`config.mk`:
```
export PLATFORM = sky130hd
export DESIGN_NAME = ucsbece154a_mc_controller
export DESIGN_NICKNAME = d
export VERILOG_FILES = /design/src/rtl/ucsbece154a_mc_controller.sv
export SDC_FILE = /design/constraint.sdc
export NUM_CORES = 1
export LEC_CHECK = 0
export CORE_UTILIZATION = 40
export DETAILED_ROUTE_END_ITERATION = 12
export PLACE_DENSITY = 0.72
export SLEW_MARGIN = 20
export SYNTH_ARGS = -nofsm -noshare
export SYNTH_HDL_FRONTEND = slang
export SYNTH_SLANG_ARGS = --single-unit
```
`constraint.sdc`:
```
create_clock -name clk -period 2.7 [get_ports clk]
set_clock_uncertainty 0.15 [all_clocks]
set_input_delay 0.81 -clock clk [delete_from_list [all_inputs] [get_ports clk]]
set_output_delay 0.81 -clock clk [all_outputs]
set_load 0.1 [all_outputs]
```
`src/rtl/ucsbece154a_mc_controller.sv`:
```
// Main control FSM for the multicycle RISC-V core.
// Sequences the shared ALU, unified memory port and register file across
// fetch/decode/execute/memory/writeback steps, and exports cycle/instret
// performance counters plus a one-cycle illegal-opcode pulse.
// Optional macro MC_MEM_WAIT_EN adds mem_ready_i so FETCH, MEMREAD and
// MEMWRITE can stall on a slow memory; without it memory is always ready.
module ucsbece154a_mc_controller #(
   parameter int unsigned CNT_WIDTH = 32
) (
   input  logic                 clk,
   input  logic                 reset,
   input  logic [6:0]           op_i,
   input  logic                 zero_i,
`ifdef MC_MEM_WAIT_EN
   input  logic                 mem_ready_i,
`endif
   output logic                 PCWrite_o,
   output logic                 AdrSrc_o,
   output logic                 MemWrite_o,
   output logic                 IRWrite_o,
   output logic [1:0]           ResultSrc_o,
   output logic [1:0]           ALUSrcA_o,
   output logic [1:0]           ALUSrcB_o,
   output logic [1:0]           ALUOp_o,
   output logic [1:0]           ImmSrc_o,
   output logic                 RegWrite_o,
   output logic                 illegal_o,
   output logic [3:0]           state_o,
   output logic [CNT_WIDTH-1:0] cycle_o,
   output logic [CNT_WIDTH-1:0] instret_o
);

   localparam logic [6:0] OpLw   = 7'b0000011;
   localparam logic [6:0] OpSw   = 7'b0100011;
   localparam logic [6:0] OpR    = 7'b0110011;
   localparam logic [6:0] OpI    = 7'b0010011;
   localparam logic [6:0] OpBeq  = 7'b1100011;
   localparam logic [6:0] OpJal  = 7'b1101111;

   localparam logic [CNT_WIDTH-1:0] CntOne = {{(CNT_WIDTH-1){1'b0}}, 1'b1};

   typedef enum logic [3:0] {
      StFetch    = 4'd0,
      StDecode   = 4'd1,
      StMemAdr   = 4'd2,
      StMemRead  = 4'd3,
      StMemWb    = 4'd4,
      StMemWrite = 4'd5,
      StExecR    = 4'd6,
      StExecI    = 4'd7,
      StAluWb    = 4'd8,
      StBeq      = 4'd9,
      StJal      = 4'd10
   } state_t;

   state_t               state_q;
   logic                 illegal_q;
   logic [CNT_WIDTH-1:0] cycle_q;
   logic [CNT_WIDTH-1:0] instret_q;

   logic mem_ready;
`ifdef MC_MEM_WAIT_EN
   assign mem_ready = mem_ready_i;
`else
   assign mem_ready = 1'b1;
`endif

   logic       pc_update;
   logic       branch;
   logic       adr_src;
   logic       mem_write;
   logic       ir_write;
   logic       reg_write;
   logic [1:0] result_src;
   logic [1:0] alu_src_a;
   logic [1:0] alu_src_b;
   logic [1:0] alu_op;

   // State register, illegal pulse and performance counters
   always_ff @(posedge clk) begin
      if (reset) begin
         state_q   <= StFetch;
         illegal_q <= 1'b0;
         cycle_q   <= '0;
         instret_q <= '0;
      end else begin
         cycle_q   <= cycle_q + CntOne;
         illegal_q <= 1'b0;
         unique case (state_q)
            StFetch:    if (mem_ready) state_q <= StDecode;
            StDecode: begin
               unique case (op_i)
                  OpLw, OpSw: state_q <= StMemAdr;
                  OpR:        state_q <= StExecR;
                  OpI:        state_q <= StExecI;
                  OpBeq:      state_q <= StBeq;
                  OpJal:      state_q <= StJal;
                  default: begin
                     state_q   <= StFetch;
                     illegal_q <= 1'b1;
                  end
               endcase
            end
            StMemAdr:   state_q <= (op_i == OpLw) ? StMemRead : StMemWrite;
            StMemRead:  if (mem_ready) state_q <= StMemWb;
            StMemWb: begin
               state_q   <= StFetch;
               instret_q <= instret_q + CntOne;
            end
            StMemWrite: begin
               if (mem_ready) begin
                  state_q   <= StFetch;
                  instret_q <= instret_q + CntOne;
               end
            end
            StExecR:    state_q <= StAluWb;
            StExecI:    state_q <= StAluWb;
            StAluWb, StBeq: begin
               state_q   <= StFetch;
               instret_q <= instret_q + CntOne;
            end
            StJal:      state_q <= StAluWb;
            default:    state_q <= StFetch;
         endcase
      end
   end

   // Moore control decode; FETCH strobes only fire on the cycle memory answers
   always_comb begin
      pc_update  = 1'b0;
      branch     = 1'b0;
      adr_src    = 1'b0;
      mem_write  = 1'b0;
      ir_write   = 1'b0;
      reg_write  = 1'b0;
      result_src = 2'b00;
      alu_src_a  = 2'b00;
      alu_src_b  = 2'b00;
      alu_op     = 2'b00;
      unique case (state_q)
         StFetch: begin
            ir_write   = mem_ready;
            pc_update  = mem_ready;
            alu_src_b  = 2'b10;
            result_src = 2'b10;
         end
         StDecode:   alu_src_a = 2'b01;
         StMemAdr:   alu_src_a = 2'b10;
         StMemRead:  adr_src = 1'b1;
         StMemWb: begin
            result_src = 2'b01;
            reg_write  = 1'b1;
         end
         StMemWrite: begin
            adr_src   = 1'b1;
            mem_write = 1'b1;
         end
         StExecR: begin
            alu_src_a = 2'b10;
            alu_src_b = 2'b01;
            alu_op    = 2'b10;
         end
         StExecI: begin
            alu_src_a = 2'b10;
            alu_op    = 2'b10;
         end
         StAluWb:    reg_write = 1'b1;
         StBeq: begin
            alu_src_a = 2'b10;
            alu_src_b = 2'b01;
            alu_op    = 2'b01;
            branch    = 1'b1;
         end
         StJal: begin
            alu_src_a = 2'b01;
            alu_src_b = 2'b10;
            pc_update = 1'b1;
         end
         default: ;
      endcase
   end

   // Immediate format depends only on the opcode in the instruction register
   always_comb begin
      unique case (op_i)
         OpSw:    ImmSrc_o = 2'b01;
         OpBeq:   ImmSrc_o = 2'b10;
         OpJal:   ImmSrc_o = 2'b11;
         default: ImmSrc_o = 2'b00;
      endcase
   end

   // Architectural write enables are suppressed while reset is held
   assign PCWrite_o   = ~reset & (pc_update | (branch & zero_i));
   assign IRWrite_o   = ~reset & ir_write;
   assign RegWrite_o  = ~reset & reg_write;
   assign MemWrite_o  = ~reset & mem_write;
   assign AdrSrc_o    = adr_src;
   assign ResultSrc_o = result_src;
   assign ALUSrcA_o   = alu_src_a;
   assign ALUSrcB_o   = alu_src_b;
   assign ALUOp_o     = alu_op;
   assign illegal_o   = illegal_q;
   assign state_o     = state_q;
   assign cycle_o     = cycle_q;
   assign instret_o   = instret_q;

endmodule

```
==> impl_metrics.py <==
metrics = {
    "layout": {
        "nets": 536,
        "fin_util": 0.617,
        "mostFrequentLayoutCell": "buf_4",
        "drive_gt1_frac": 0.367,
        "area_growth_pct": 48.4,
        "final_cell_mix": "buf_4, dfxtp_1, a21oi_1",
        "diodes": 0,
    },
    "timing": {
        "rsz0062_at_grt": "yes",
        "whs_ns": 0.295,
        "fin_crit_ns": 2.91,
        "max_freq_ghz": 0.344,
        "post-route-period-util": 1.08,
        "worst_pin_slew_ns": 0.681,
        "setup_violations": 1,
        "hold_viol": 0,
        "final-max-slew-violation-count": 0,
        "fin_ws_ns": -0.207,
        "finalSetupTns_ns": -0.207,
        "relSlewSlack": 0.546,
    },
    "die": {
        "die_area_um2": 8950,
        "coreArea_um2": 8260,
        "rows": 33,
        "num_io_pins": 94,
        "initial_utilization": 0.416,
        "die_y_um": 94.6,
        "die_w_um": 94.6,
    },
    "outcome": {
        "violations": "setup timing",
        "status": "finished with violations",
    },
    "worst_hold_path": {
        "hold_start": "cycle_o[0]",
        "hold_path_end": "cycle_o[0]",
        "whs_path_depth": 1,
        "hold_class": "flop to flop",
    },
    "clocking": {
        "clk_path_buf_depth": 2,
        "ctsHoldBuffers": 0,
        "clkTransAtPathRegs_ns": 0.08,
        "worstSkewPairLatency_ns": 0.34,
        "cts_tree": "yes",
        "clockRootBuffer": "clkbuf_8",
        "clock_sinks": 69,
        "htree_num_levels": 3,
        "cts_buffers": 9,
    },
    "global_route": {
        "grt_pass1_vias": 3199,
        "track_usage": 0.204,
        "grt_max_degree": 66,
        "grt_remaining_overflow": 0,
        "grt_pass1_wl_mm": 14.7,
        "antenna_found_initial": 0,
    },
    "place": {
        "hpwl_mm": 6.07,
        "io_buffers": 93,
        "place_congestion": 0.809,
    },
    "synthesis": {
        "synth-seq-area-share": 0.402,
        "synth_warnings": 0,
        "synthCells": 412,
        "syn_area_per_cell_um2": 8.33,
        "synth_nets": 424,
        "ys_ff_latch": 69,
        "synth_area_um2": 3430,
        "synth_cell_types": 39,
    },
    "pwr": {
        "p_int_w": 0.00159,
        "p_sw_w": 0.000575,
        "leakage_nw": 1.85,
        "power_w": 0.00216,
        "power.share.sequential": 0.475,
        "p_clk_frac": 0.412,
        "powerDensity_nw_per_um2": 424,
        "swShare": 0.266,
        "pwr-share-comb": 0.113,
        "max-vdd-ir-drop_mv": 0.234,
    },
    "drt": {
        "viasPerCell": 5.63,
        "vias": 3568,
        "drt-total-wl_mm": 8.94,
        "ant_nets": 0,
        "route.detailed.drc": 0,
        "drt_iter0_markers": 141,
        "wire_per_inst_um": 14.1,
        "first_pass_iters": 4,
    },
    "worst_setup_path": {
        "crit_fanout": 2,
        "cp.required_ns": 1.74,
        "crit_path_end_kind": "output pin",
        "crit_path_cell_trace": "buf_6 > or3_1 > o21a_1 > nor4b_4 > buf_12",
        "critPathKind": "input pin to output pin",
        "ff2ff_setup_slack_ns": 0.42,
        "r2r-end": "instret_o[23]",
        "arrival_ns": 1.95,
        "reg2reg_depth": 4,
        "cp-start-kind": "input pin",
        "max_stage_delay_ns": 0.35,
        "rr_startpoint": "state_o[3]",
        "cp_slowest_cell": "or3_1",
    },
    "run": {
        "cap_violations": 0,
    },
}
-- worst max-delay path, delay by kind of cell --
family / cells / cell delay [ns]
simple gates: 2 / 0.67
buf+inv: 2 / 0.30
compound gates: 1 / 0.15
-- power groups by stage --
stage	registers (W)	logic (W)	clock network [W]
after floorplan	0.00110	0.000117	0
after global placement	0.00106	0.000226	0
after CTS	0.00103	0.000243	0.000914
after global routing	0.00103	0.000254	0.000958
final	0.00103	0.000244	0.000890
after detailed placement	0.00106	0.000227	0
-- metrics by stage --
step           area (µm²)  std cells  setup slack (ns)
6_report             5090        634            -0.207
5_1_grt              5090        634            -0.284
4_1_cts              5080        633            -0.240
3_5_place_dp         4760        604            -0.569
3_3_place_gp         4760        604            -0.527
2_1_floorplan        3760        412            -0.670
-- how the worst max path moves through the flow --
stage             from  slack [ns]          end  cells past startpoint
6_report       op_i[3]       -0.21  ImmSrc_o[0]                      5
2_1_floorplan  op_i[3]       -0.67  ImmSrc_o[0]                      3
4_1_cts        op_i[3]       -0.24  ImmSrc_o[0]                      5
5_1_grt        op_i[5]       -0.28  ImmSrc_o[0]                      5
3_3_place_gp   op_i[3]       -0.53  ImmSrc_o[0]                      5
3_5_place_dp   op_i[3]       -0.57  ImmSrc_o[0]                      5
-- logic make-up (layout without fill, tap and decap cells) --
logic type / count (synthesis) / in the layout / synth area share
multiplexers: 2 / 2 / 0.00656
flip-flops: 69 / 69 / 0.402
buffers and inverters: 38 / 155 / 0.0434
adder cells (fa/ha/maj): 2 / 2 / 0.00729
AO/OA/AOI/OAI: 88 / 88 / 0.152
AND/OR/NAND/NOR: 185 / 185 / 0.316
XOR/XNOR: 28 / 28 / 0.0715
-- state kept, by name, indices dropped and copies added, names as in the netlist --
name       flops
illegal_o      1
instret_o     32
cycle_o       32
state_o        4
-- Yosys cell counts --
cell type / count / area share
nor4b_1: 3 / 0.0077
buf_1: 2 / 0.0022
o21ai_0: 18 / 0.026
or3b_2: 3 / 0.0077
ha_1: 2 / 0.0073
o31ai_1: 22 / 0.048
nand3_1: 18 / 0.026
a32oi_1: 1 / 0.0026
xnor2_1: 14 / 0.036
o21a_1: 1 / 0.0022
nand2_1: 19 / 0.021
and2_1: 2 / 0.0036
inv_1: 10 / 0.011
nand4bb_1: 1 / 0.0033
o211ai_1: 1 / 0.0022
nor4_1: 7 / 0.013
dfxtp_1: 69 / 0.40
nand4_1: 19 / 0.035
or4b_2: 1 / 0.0029
o41ai_1: 2 / 0.0051
buf_2: 5 / 0.0073
o32a_1: 1 / 0.0029
nor3b_1: 2 / 0.0044
or3_1: 16 / 0.029
and4_1: 11 / 0.028
nor2b_1: 4 / 0.0073
a211oi_1: 1 / 0.0022
nor2_1: 35 / 0.038
a21oi_1: 40 / 0.058
o31a_1: 1 / 0.0026
clkbuf_1: 21 / 0.023
or4_1: 27 / 0.059
and3_1: 2 / 0.0036
xor2_1: 14 / 0.036
mux2_2: 2 / 0.0066
nor3_1: 7 / 0.010
nand3b_1: 2 / 0.0044
or4_4: 1 / 0.0033
nand2b_1: 5 / 0.0091
-- final cells by class --
| cell class | count | area [µm²] |
|---|---|---|
| Inverter | 10 | 41.3 |
| Tap cell | 105 | 131 |
| Fill cell | 764 | 3170 |
| Clock buffer | 11 | 153 |
| Timing Repair Buffer | 129 | 1180 |
| Multi-Input combinational cell | 305 | 2110 |
| Sequential cell | 69 | 1420 |
| Clock inverter | 5 | 57.6 |
-- layer usage --
metal	track usage	vias to the layer above	routed length, µm
met5	0	-	0
met4	0.0821	0	149
met3	0.0419	12	384
met2	0.343	74	4350
met1	0.254	1708	4050
li1	-	1774	-
-- repair_timing --
action | CTS | global route
setup buffers | 13 | 1
gates resized for setup | 22 | 3
cloned | 0 | 0
pin swaps | 7 | 4
hold endpoints to repair | 0 | 0
endpoints found under the setup margin | 3 | 3
No activity file was read; power rests on OpenSTA's default activity.
